$ cat config.mk
export PLATFORM = sky130hd
export DESIGN_NAME = mem_stage
export DESIGN_NICKNAME = d
export VERILOG_FILES = /design/src/rtl/mem_stage_pkg.sv /design/src/rtl/mem_load_align.sv /design/src/rtl/mem_stage.sv
export SDC_FILE = /design/constraint.sdc
export NUM_CORES = 1
export LEC_CHECK = 0
export BUFFER_PORTS_ARGS = -buffer_cell sky130_fd_sc_hd__buf_2
export CAP_MARGIN = 10
export CORE_MARGIN = 1
export CORE_UTILIZATION = 30
export CTS_CLUSTER_DIAMETER = 40
export DETAILED_ROUTE_END_ITERATION = 6
export PLACE_DENSITY_LB_ADDON = 0.12
export REMOVE_ABC_BUFFERS = 1
export SLEW_MARGIN = 20
export SYNTH_ARGS = -nofsm -noshare
export SYNTH_HDL_FRONTEND = slang
export SYNTH_SLANG_ARGS = --single-unit
$ cat constraint.sdc
create_clock -name clk -period 2 [get_ports clk]
set_input_delay 0.4 -clock clk [delete_from_list [all_inputs] [get_ports clk]]
set_output_delay 0.4 -clock clk [all_outputs]
set_load 0.01 [all_outputs]
$ cat src/rtl/mem_stage_pkg.sv
// rtl/mem_stage_pkg.sv - shared op codes, FSM states and op classification helpers for mem_stage
// Purpose: internal op_I codes for RV32I loads/stores, the MEM FSM state encoding,
//          and small helpers that classify an op and detect misaligned addresses.
// Ports:   none (package)
package mem_stage_pkg;

   localparam int OP_BITS = 6;

   // op_I codes consumed by the memory stage; ADD_I stands in for any non-memory op
   localparam logic [OP_BITS-1:0] ADD_I = 6'h01;
   localparam logic [OP_BITS-1:0] LB_I  = 6'h20;
   localparam logic [OP_BITS-1:0] LH_I  = 6'h21;
   localparam logic [OP_BITS-1:0] LW_I  = 6'h22;
   localparam logic [OP_BITS-1:0] LBU_I = 6'h23;
   localparam logic [OP_BITS-1:0] LHU_I = 6'h24;
   localparam logic [OP_BITS-1:0] SB_I  = 6'h25;
   localparam logic [OP_BITS-1:0] SH_I  = 6'h26;
   localparam logic [OP_BITS-1:0] SW_I  = 6'h27;

   // MEM FSM state encoding
   localparam logic IDLE = 1'b0;
   localparam logic REQ  = 1'b1;

   function automatic logic is_load_op(input logic [OP_BITS-1:0] op);
      return (op == LB_I) || (op == LH_I) || (op == LW_I) || (op == LBU_I) || (op == LHU_I);
   endfunction

   function automatic logic is_store_op(input logic [OP_BITS-1:0] op);
      return (op == SB_I) || (op == SH_I) || (op == SW_I);
   endfunction

   function automatic logic is_mem_op(input logic [OP_BITS-1:0] op);
      return is_load_op(op) || is_store_op(op);
   endfunction

   // Word ops need addr[1:0]==0, half ops need addr[0]==0; byte ops never misalign
   function automatic logic is_misaligned(input logic [OP_BITS-1:0] op, input logic [1:0] lo);
      logic word_op;
      logic half_op;
      word_op = (op == LW_I) || (op == SW_I);
      half_op = (op == LH_I) || (op == LHU_I) || (op == SH_I);
      return (word_op && (lo != 2'b00)) || (half_op && lo[0]);
   endfunction

endpackage

$ cat src/rtl/mem_load_align.sv
// rtl/mem_load_align.sv - formats a raw memory word into the RV32I load result
// Purpose: selects the byte/half addressed by lo from rdata and sign- or zero-extends it.
// Ports:   op    in  load op_I code
//          lo    in  effective address bits [1:0]
//          rdata in  full word returned by data memory
//          value out formatted load value
module mem_load_align
   import mem_stage_pkg::*;
#(
   parameter int DBITS = 32
) (
   input  logic [OP_BITS-1:0] op,
   input  logic [1:0]         lo,
   input  logic [DBITS-1:0]   rdata,
   output logic [DBITS-1:0]   value
);

   logic [7:0]  byte_sel;
   logic [15:0] half_sel;

   always_comb begin
      case (lo)
         2'd0:    byte_sel = rdata[7:0];
         2'd1:    byte_sel = rdata[15:8];
         2'd2:    byte_sel = rdata[23:16];
         default: byte_sel = rdata[31:24];
      endcase
      half_sel = lo[1] ? rdata[31:16] : rdata[15:0];
   end

   always_comb begin
      case (op)
         LB_I:    value = {{(DBITS-8){byte_sel[7]}}, byte_sel};
         LBU_I:   value = {{(DBITS-8){1'b0}}, byte_sel};
         LH_I:    value = {{(DBITS-16){half_sel[15]}}, half_sel};
         LHU_I:   value = {{(DBITS-16){1'b0}}, half_sel};
         default: value = rdata;
      endcase
   end

endmodule

$ cat src/rtl/mem_stage.sv
// rtl/mem_stage.sv - pipeline memory stage: RV32I loads/stores over a req/ack data port
// Purpose: consumes the AGEX latch, performs loads/stores with variable memory latency,
//          stalls upstream while an access is outstanding and produces the MEM latch.
// Ports:   clk, reset (async, active-low)
//          agex_*     in  AGEX latch (valid, op, pc, inst_count, aluout, st_data, wr_reg, wregno)
//          mem_stall  out hold AGEX and upstream this cycle
//          dmem_*     req/we/addr/wdata/be out (registered), ack/rdata in
//          mem_*      out MEM latch (valid, pc, inst_count, result, wr_reg, wregno, misalign)
module mem_stage
   import mem_stage_pkg::*;
#(
   parameter int DBITS     = 32,
   parameter int REGNOBITS = 5,
   parameter int IOPBITS   = OP_BITS
) (
   input  logic                 clk,
   input  logic                 reset,
   input  logic                 agex_valid,
   input  logic [IOPBITS-1:0]   agex_op,
   input  logic [DBITS-1:0]     agex_pc,
   input  logic [DBITS-1:0]     agex_inst_count,
   input  logic [DBITS-1:0]     agex_aluout,
   input  logic [DBITS-1:0]     agex_st_data,
   input  logic                 agex_wr_reg,
   input  logic [REGNOBITS-1:0] agex_wregno,
   output logic                 mem_stall,
   output logic                 dmem_req,
   output logic                 dmem_we,
   output logic [DBITS-1:0]     dmem_addr,
   output logic [DBITS-1:0]     dmem_wdata,
   output logic [3:0]           dmem_be,
   input  logic                 dmem_ack,
   input  logic [DBITS-1:0]     dmem_rdata,
   output logic                 mem_valid,
   output logic [DBITS-1:0]     mem_pc,
   output logic [DBITS-1:0]     mem_inst_count,
   output logic [DBITS-1:0]     mem_result,
   output logic                 mem_wr_reg,
   output logic [REGNOBITS-1:0] mem_wregno,
   output logic                 mem_misalign
);

   logic state_q, state_d;

   // Capture of the in-flight access
   logic [IOPBITS-1:0]   cap_op_q, cap_op_d;
   logic [1:0]           cap_lo_q, cap_lo_d;
   logic                 cap_wr_reg_q, cap_wr_reg_d;
   logic [REGNOBITS-1:0] cap_wregno_q, cap_wregno_d;
   logic [DBITS-1:0]     cap_pc_q, cap_pc_d;
   logic [DBITS-1:0]     cap_cnt_q, cap_cnt_d;

   // Registered data-memory port
   logic                 dmem_req_q, dmem_req_d;
   logic                 dmem_we_q, dmem_we_d;
   logic [DBITS-1:0]     dmem_addr_q, dmem_addr_d;
   logic [DBITS-1:0]     dmem_wdata_q, dmem_wdata_d;
   logic [3:0]           dmem_be_q, dmem_be_d;

   // MEM latch
   logic                 mem_valid_q, mem_valid_d;
   logic [DBITS-1:0]     mem_pc_q, mem_pc_d;
   logic [DBITS-1:0]     mem_cnt_q, mem_cnt_d;
   logic [DBITS-1:0]     mem_result_q, mem_result_d;
   logic                 mem_wr_reg_q, mem_wr_reg_d;
   logic [REGNOBITS-1:0] mem_wregno_q, mem_wregno_d;
   logic                 mem_misalign_q, mem_misalign_d;

   logic                 is_mem;
   logic                 misal;
   logic                 start_access;
   logic [DBITS-1:0]     load_value;
   logic [3:0]           st_be;
   logic [DBITS-1:0]     st_wdata;

   assign is_mem       = agex_valid && is_mem_op(agex_op);
   assign misal        = is_mem && is_misaligned(agex_op, agex_aluout[1:0]);
   assign start_access = is_mem && !misal;

   mem_load_align #(.DBITS(DBITS)) u_load_align (
      .op    (cap_op_q),
      .lo    (cap_lo_q),
      .rdata (dmem_rdata),
      .value (load_value)
   );

   // Store lane formatting: replicate data across lanes, enable only the addressed bytes
   always_comb begin
      st_be    = 4'b0000;
      st_wdata = '0;
      case (agex_op)
         SB_I: begin
            st_be    = 4'b0001 << agex_aluout[1:0];
            st_wdata = {4{agex_st_data[7:0]}};
         end
         SH_I: begin
            st_be    = agex_aluout[1] ? 4'b1100 : 4'b0011;
            st_wdata = {2{agex_st_data[15:0]}};
         end
         SW_I: begin
            st_be    = 4'b1111;
            st_wdata = agex_st_data;
         end
         default: ;
      endcase
   end

   // State register
   always_ff @(posedge clk or negedge reset) begin
      if (!reset) state_q <= IDLE;
      else        state_q <= state_d;
   end

   // Next state
   always_comb begin
      state_d = state_q;
      case (state_q)
         IDLE:    if (start_access) state_d = REQ;
         REQ:     if (dmem_ack) state_d = IDLE;
         default: state_d = IDLE;
      endcase
   end

   // Stall output; never looks at dmem_rdata
   always_comb begin
      mem_stall = 1'b0;
      case (state_q)
         IDLE:    mem_stall = start_access;
         REQ:     mem_stall = !dmem_ack;
         default: mem_stall = 1'b0;
      endcase
   end

   // Datapath next values
   always_comb begin
      cap_op_d       = cap_op_q;
      cap_lo_d       = cap_lo_q;
      cap_wr_reg_d   = cap_wr_reg_q;
      cap_wregno_d   = cap_wregno_q;
      cap_pc_d       = cap_pc_q;
      cap_cnt_d      = cap_cnt_q;
      dmem_req_d     = dmem_req_q;
      dmem_we_d      = dmem_we_q;
      dmem_addr_d    = dmem_addr_q;
      dmem_wdata_d   = dmem_wdata_q;
      dmem_be_d      = dmem_be_q;
      // MEM latch defaults to a bubble
      mem_valid_d    = 1'b0;
      mem_pc_d       = mem_pc_q;
      mem_cnt_d      = mem_cnt_q;
      mem_result_d   = mem_result_q;
      mem_wr_reg_d   = 1'b0;
      mem_wregno_d   = mem_wregno_q;
      mem_misalign_d = 1'b0;

      if (state_q == IDLE) begin
         if (start_access) begin
            cap_op_d     = agex_op;
            cap_lo_d     = agex_aluout[1:0];
            cap_wr_reg_d = agex_wr_reg;
            cap_wregno_d = agex_wregno;
            cap_pc_d     = agex_pc;
            cap_cnt_d    = agex_inst_count;
            dmem_req_d   = 1'b1;
            dmem_we_d    = is_store_op(agex_op);
            dmem_addr_d  = {agex_aluout[DBITS-1:2], 2'b00};
            dmem_wdata_d = st_wdata;
            dmem_be_d    = st_be;
         end else begin
            // Non-mem op, bubble or misaligned access retires next cycle
            mem_valid_d    = agex_valid;
            mem_pc_d       = agex_pc;
            mem_cnt_d      = agex_inst_count;
            mem_result_d   = agex_aluout;
            mem_wr_reg_d   = agex_valid && agex_wr_reg && !misal;
            mem_wregno_d   = agex_wregno;
            mem_misalign_d = misal;
         end
      end else if (dmem_ack) begin
         dmem_req_d   = 1'b0;
         dmem_we_d    = 1'b0;
         dmem_be_d    = 4'b0000;
         mem_valid_d  = 1'b1;
         mem_pc_d     = cap_pc_q;
         mem_cnt_d    = cap_cnt_q;
         mem_wregno_d = cap_wregno_q;
         if (is_load_op(cap_op_q)) begin
            mem_result_d = load_value;
            mem_wr_reg_d = cap_wr_reg_q && (cap_wregno_q != '0);
         end else begin
            mem_result_d = {dmem_addr_q[DBITS-1:2], cap_lo_q};
         end
      end
   end

   always_ff @(posedge clk or negedge reset) begin
      if (!reset) begin
         cap_op_q       <= '0;
         cap_lo_q       <= '0;
         cap_wr_reg_q   <= 1'b0;
         cap_wregno_q   <= '0;
         cap_pc_q       <= '0;
         cap_cnt_q      <= '0;
         dmem_req_q     <= 1'b0;
         dmem_we_q      <= 1'b0;
         dmem_addr_q    <= '0;
         dmem_wdata_q   <= '0;
         dmem_be_q      <= 4'b0000;
         mem_valid_q    <= 1'b0;
         mem_pc_q       <= '0;
         mem_cnt_q      <= '0;
         mem_result_q   <= '0;
         mem_wr_reg_q   <= 1'b0;
         mem_wregno_q   <= '0;
         mem_misalign_q <= 1'b0;
      end else begin
         cap_op_q       <= cap_op_d;
         cap_lo_q       <= cap_lo_d;
         cap_wr_reg_q   <= cap_wr_reg_d;
         cap_wregno_q   <= cap_wregno_d;
         cap_pc_q       <= cap_pc_d;
         cap_cnt_q      <= cap_cnt_d;
         dmem_req_q     <= dmem_req_d;
         dmem_we_q      <= dmem_we_d;
         dmem_addr_q    <= dmem_addr_d;
         dmem_wdata_q   <= dmem_wdata_d;
         dmem_be_q      <= dmem_be_d;
         mem_valid_q    <= mem_valid_d;
         mem_pc_q       <= mem_pc_d;
         mem_cnt_q      <= mem_cnt_d;
         mem_result_q   <= mem_result_d;
         mem_wr_reg_q   <= mem_wr_reg_d;
         mem_wregno_q   <= mem_wregno_d;
         mem_misalign_q <= mem_misalign_d;
      end
   end

   assign dmem_req       = dmem_req_q;
   assign dmem_we        = dmem_we_q;
   assign dmem_addr      = dmem_addr_q;
   assign dmem_wdata     = dmem_wdata_q;
   assign dmem_be        = dmem_be_q;
   assign mem_valid      = mem_valid_q;
   assign mem_pc         = mem_pc_q;
   assign mem_inst_count = mem_cnt_q;
   assign mem_result     = mem_result_q;
   assign mem_wr_reg     = mem_wr_reg_q;
   assign mem_wregno     = mem_wregno_q;
   assign mem_misalign   = mem_misalign_q;

endmodule

Word-level counts from Yosys, hierarchy flattened. Index checks and enable logic that the tools add are counted. Widths: inputs -> output; s select.

Flip-flop bits (word level): 251. Bits of input ports: 176.

Eq/ne operators: 17. Shift-type cells: 1. Muxes and demuxes: 40. Bitwise gates (word level): 1. Reduce and logical (&&, ||, !) cells: 32.

Operators by type and width (count): $mux 32 (10); $pmux 32 s4 (1); $pmux 32 s3 (1); $eq 6x6->1 const B (13); $pmux 8 s3 (1); $mux 1 (16); $mux 16 (1); $mux 4 (4); $logic_or 1x1->1 (15); $mux 5 (3); $pmux 4 s3 (1); $logic_and 1x1->1 (8); $reduce_and 2->1 (3); $reduce_bool 5->1 (1); $ne 2x2->1 const B (2); $pmux 1 s2 (2); $reduce_bool 2->1 (2); $shl 1x2->4 const A (1); $eq 2x1->1 const B (1); $eq 2x2->1 const B (1); $logic_not 1->1 (2); $logic_not 2->1 (1); $not 1->1 (1).

Longest topological paths before layout.
Depth after elaboration: 12. Gate-level depth with buffers: 9. Depth with buffers taken out: 5.

Cells and area by module. From an unflattened synthesis, not the netlist that was laid out.

Cell total of the unflattened synthesis: 1275. Area, all modules: 14253.7 um2.

By module, submodules not included: mem_stage (instances 1, cells an instance 1175, area each 13345.3 um2, seq. area each 6281.0 um2); mem_load_align (instances 1, cells an instance 100, area each 908.4 um2, seq. area each 0.0 um2).

Worst setup path after synthesis. No wires, ideal clock.

Kind: input-to-output. From: in agex_op[0]. To: out mem_stall. Data arrival time: 1.709 ns. Data required time: 1.600 ns. Setup slack: -0.109 ns. Stages on the path: 8. Path through: buf_6 -> nor3b_1 -> a311o_2 -> a21o_1 -> buf_6 -> o21ai_2 -> buf_6 -> buf_4.

Cells in the longest elaborated chain, start to end: 11. Elaborated cells on any way between the ends: 26.

Ends and longest elaborated chain: from (decl) (line mem_stage.sv:19) `input logic [IOPBITS-1:0] agex_op,`; $eq 6x6->1 (on tied branches) (line mem_stage_pkg.sv:25, mem_stage_pkg.sv:41); $logic_or 1x1->1 (4 in series) (line mem_stage_pkg.sv:25) `return (op == LB_I) || (op == LH_I) || (op == LW_I) || (op == LBU_I) || (op == LHU_I);`; $logic_or 1x1->1 (line mem_stage_pkg.sv:33) `return is_load_op(op) || is_store_op(op);`; $logic_and 1x1->1 (line mem_stage.sv:76) `assign is_mem = agex_valid && is_mem_op(agex_op);`; $logic_and 1x1->1 (line mem_stage.sv:77) `assign misal = is_mem && is_misaligned(agex_op, agex_aluout[1:0]);`; $logic_not 1->1 (line mem_stage.sv:78) `assign start_access = is_mem && !misal;`; $logic_and 1x1->1 (*) (line mem_stage.sv:78); $pmux 1 s2 (*) (line mem_stage.sv:127) `case (state_q)`; to (decl) (line mem_stage.sv:26) `output logic mem_stall,`.

Every way passes the cells marked *; elsewhere a longest branch is shown, timed or not.

Worst setup path after layout.
From: reg state_q. To: out mem_stall.

Cells in the longest elaborated chain, start to end: 2.

Ends and longest elaborated chain: from (decl) (line mem_stage.sv:43) `logic state_q, state_d;`; from (signal assigned) (line mem_stage.sv:111) `else state_q <= state_d;`; $not 1->1 (no source line); $pmux 1 s2 (*) (line mem_stage.sv:127).

Marked as above.

==> impl_metrics.ini <==
[outcome]
status = finished, violations left
failed_checks = setup timing

[power_and_ir_drop]
powerDensity_nw_per_um2 = 1093
power_mw = 17.99
p_comb_frac = 0.180
clockPowerShare = 0.461
switching_share = 0.2862
p_leak_nw = 7.996
ir_drop_mv = 0.5692
seqPwrFrac = 0.358
internal-power_mw = 12.84
p_switching_mw = 5.149

[clocking]
clk_pin_slew_worst_paths_ns = 0.05
cts_sinks = 251
cts_inserted_buffers = 47
cts_root_buf = clkbuf_16
clockBufferDepth = 3
clk_latency_ns = 0.56
cts_tree = built
htreeDepth = 2

[sta]
setup_viol = 1
slew_viol_final = 0
setup_tns_ns = -0.1495
finalHoldWorstSlack_ns = 0.04375
worst_pin_slew_ns = 0.9710
final.setup.worst_slack_ns = -0.1495
clock.fmax_ghz = 0.4652
hold_viol_final = 0
relSlewSlack = 0.3526
min_period_ns = 2.150
rsz0062_at_grt = true
finClkSkew_ns = 0.01171
fin_crit_sh = 1.075

[placed_design]
placedCellCount = 2075
io_buffers = 348
hpwl_mm = 27.04
pre_cts_ws_ns = -0.2259
placed_area_um2 = 14530
routabilityCongestion = 0.7933

[drt]
via_count = 10715
firstDrtPassIters = 5
final_antenna_net_count = 0
totalWireLength_mm = 40.91
drc = 0
first_iter_violations = 457
viasPerCell = 4.931
routedWlPerCell_um = 18.83

[logic_synthesis]
synth-seq-area-share = 0.5326
synth.ff_latch_count = 251
synth_area_per_cell_um2 = 9.533
synthMuxAreaShare = 0.07650
yosys-top-cells-area = dfrtp_1 53%, nand2_1 12%, o21ai_0 7.2%
ys_types = 52
synthAdderAreaFrac = 0
synth_cells = 1237
synth_edf_count = 0
synthSimpleGateAreaFrac = 0.1595
synth-xor-area-share = 0.002228
synth_top_area_cell = dfrtp_1
synth_compound_area_frac = 0.1858
yosysTopAreaCellShare = 0.5326
synth_top_family_by_area = compound AO/OA/AOI/OAI gates
synthesis.area_um2 = 11790
synth-async-reset-ratio = 1.000
ys.flop_type = dfrtp_1
ys_warn_count = 0

[cells_and_area]
area_growth_pct = 39.59
final_core_util = 0.4249
drive_gt1_frac = 0.3424
fillers = 3929
layout.nets = 1791
instances_no_fill = 2173
final_area_um2 = 16460

[global_route]
grt_remaining_overflow = 0
grt_pass1_vias = 10809
antenna_found_initial = 5
grt_max_degree = 56
grt_usage = 0.2012
grt_pass1_wl_mm = 63.90

[floorplan]
die_area_um2 = 40110
start_util = 0.3044
io_pins = 351
die_height_um = 200.3
rows = 72
die_x_um = 200.3
core_um2 = 38740

[critical_path]
end_kind = output pin
path_cells = nor2b_4 > nand2_2 > a21o_4 > o21ai_4 > buf_6
arrival_ns = 1.75
critical-path-slowest-cell = dfrtp_4
worstPathRequired_ns = 1.60
critPathMaxFanout = 3
start_kind = register
cp_slowest_stage_delay_ns = 0.50
critPathKind = reg2out

[job]
max_cap_viol_count = 0

[worst_hold_path]
hold_path_class = in2reg
## layout make-up
cell class / count / area (µm²) / share of cell area
inverters: 1 / 3.754 / 0.0002280
clock inverters: 25 / 324.1 / 0.01969
repair buffers: 431 / 2749 / 0.1670
flip-flops and latches: 251 / 6286 / 0.3819
well taps: 518 / 648.1 / 0.03937
diodes: 2 / 5.005 / 0.0003040
multi-input cells: 883 / 5101 / 0.3099
clock buffers: 62 / 1344 / 0.08164
## worst max-delay path, delay by kind of cell, from the launching register on
| kind | cells | cell delay [ns] |
|---|---|---|
| AO/OA/AOI/OAI | 2 | 0.32 |
| buffers and inverters | 1 | 0.15 |
| flip-flops | 1 | 0.50 |
| AND/OR/NAND/NOR | 2 | 0.20 |
## cells in the mapped netlist, types with 10 or more instances
cell        n
nand2_1   367
dfrtp_1   251
o21ai_0   169
mux2i_1    71
clkbuf_1   55
nor2_1     42
a21oi_1    34
a22oi_1    23
buf_2      21
a21o_1     18
nor3_1     17
o31ai_1    16
o41ai_2    16
a221o_1    15
a221oi_1   15
nor2b_1    13
nand3_1    10
## cells in the final DEF, fill, tap and decap left out, types with 15 or more instances in the layout
cell       instances
a21o_1            17
buf_4             53
o31ai_1           16
nand2_1          366
mux2i_1           70
a21oi_1           30
buf_12            19
dfrtp_1          249
clkbuf_16         51
nor2_1            40
a22oi_1           23
buf_2            346
o21ai_0          169
o41ai_2           16
a221o_1           15
nor3_1            17
## worst paths after layout
check | from | endpoint | slack, ns | depth (start not counted)
max reg2reg | state_q | mem_inst_count[25] | 0.09 | 7
max in group asynchronous | reset | dmem_wdata[14] | 0.97 | 3
min in group asynchronous | reset | dmem_addr[12] | 0.33 | 2
min | agex_inst_count[7] | cap_cnt_q[7] | 0.04 | 3
max | state_q | mem_stall | -0.15 | 5
min reg2reg | cap_op_q[5] | cap_op_q[5] | 0.45 | 1
## power by group through the flow
stage / combinational [mW] / sequential, mW / clock, mW
2_1_floorplan: 1.33 / 6.68 / 0
3_3_place_gp: 3.15 / 6.51 / 0
3_5_place_dp: 3.18 / 6.52 / 0
4_1_cts: 3.21 / 6.45 / 8.52
5_1_grt: 3.59 / 6.55 / 8.76
6_report: 3.24 / 6.44 / 8.30
## cells by family after synthesis
kind of cell	Yosys count
xor+xnor	3
mux	80
flops	251
simple gates	466
buf+inv	104
compound gates	332
other cells	1
## layer usage
metal | track usage | up-vias | routed length, µm
li1 | - | 5078 | -
met1 | 0.2712 | 5206 | 18280
met2 | 0.3135 | 346 | 19000
met3 | 0.04897 | 79 | 2511
met4 | 0.07225 | 6 | 1083
met5 | 0 | - | 43
## timing repair
item	4_1_cts	5_1_grt
gates resized for setup	5	21
hold buffers	1	0
hold endpoints to repair	37	0
endpoints found under the setup margin	9	71
gates cloned	0	3
pin swaps	2	0
setup buffers	3	2
Note: power is estimated with default switching activity, not from simulation.
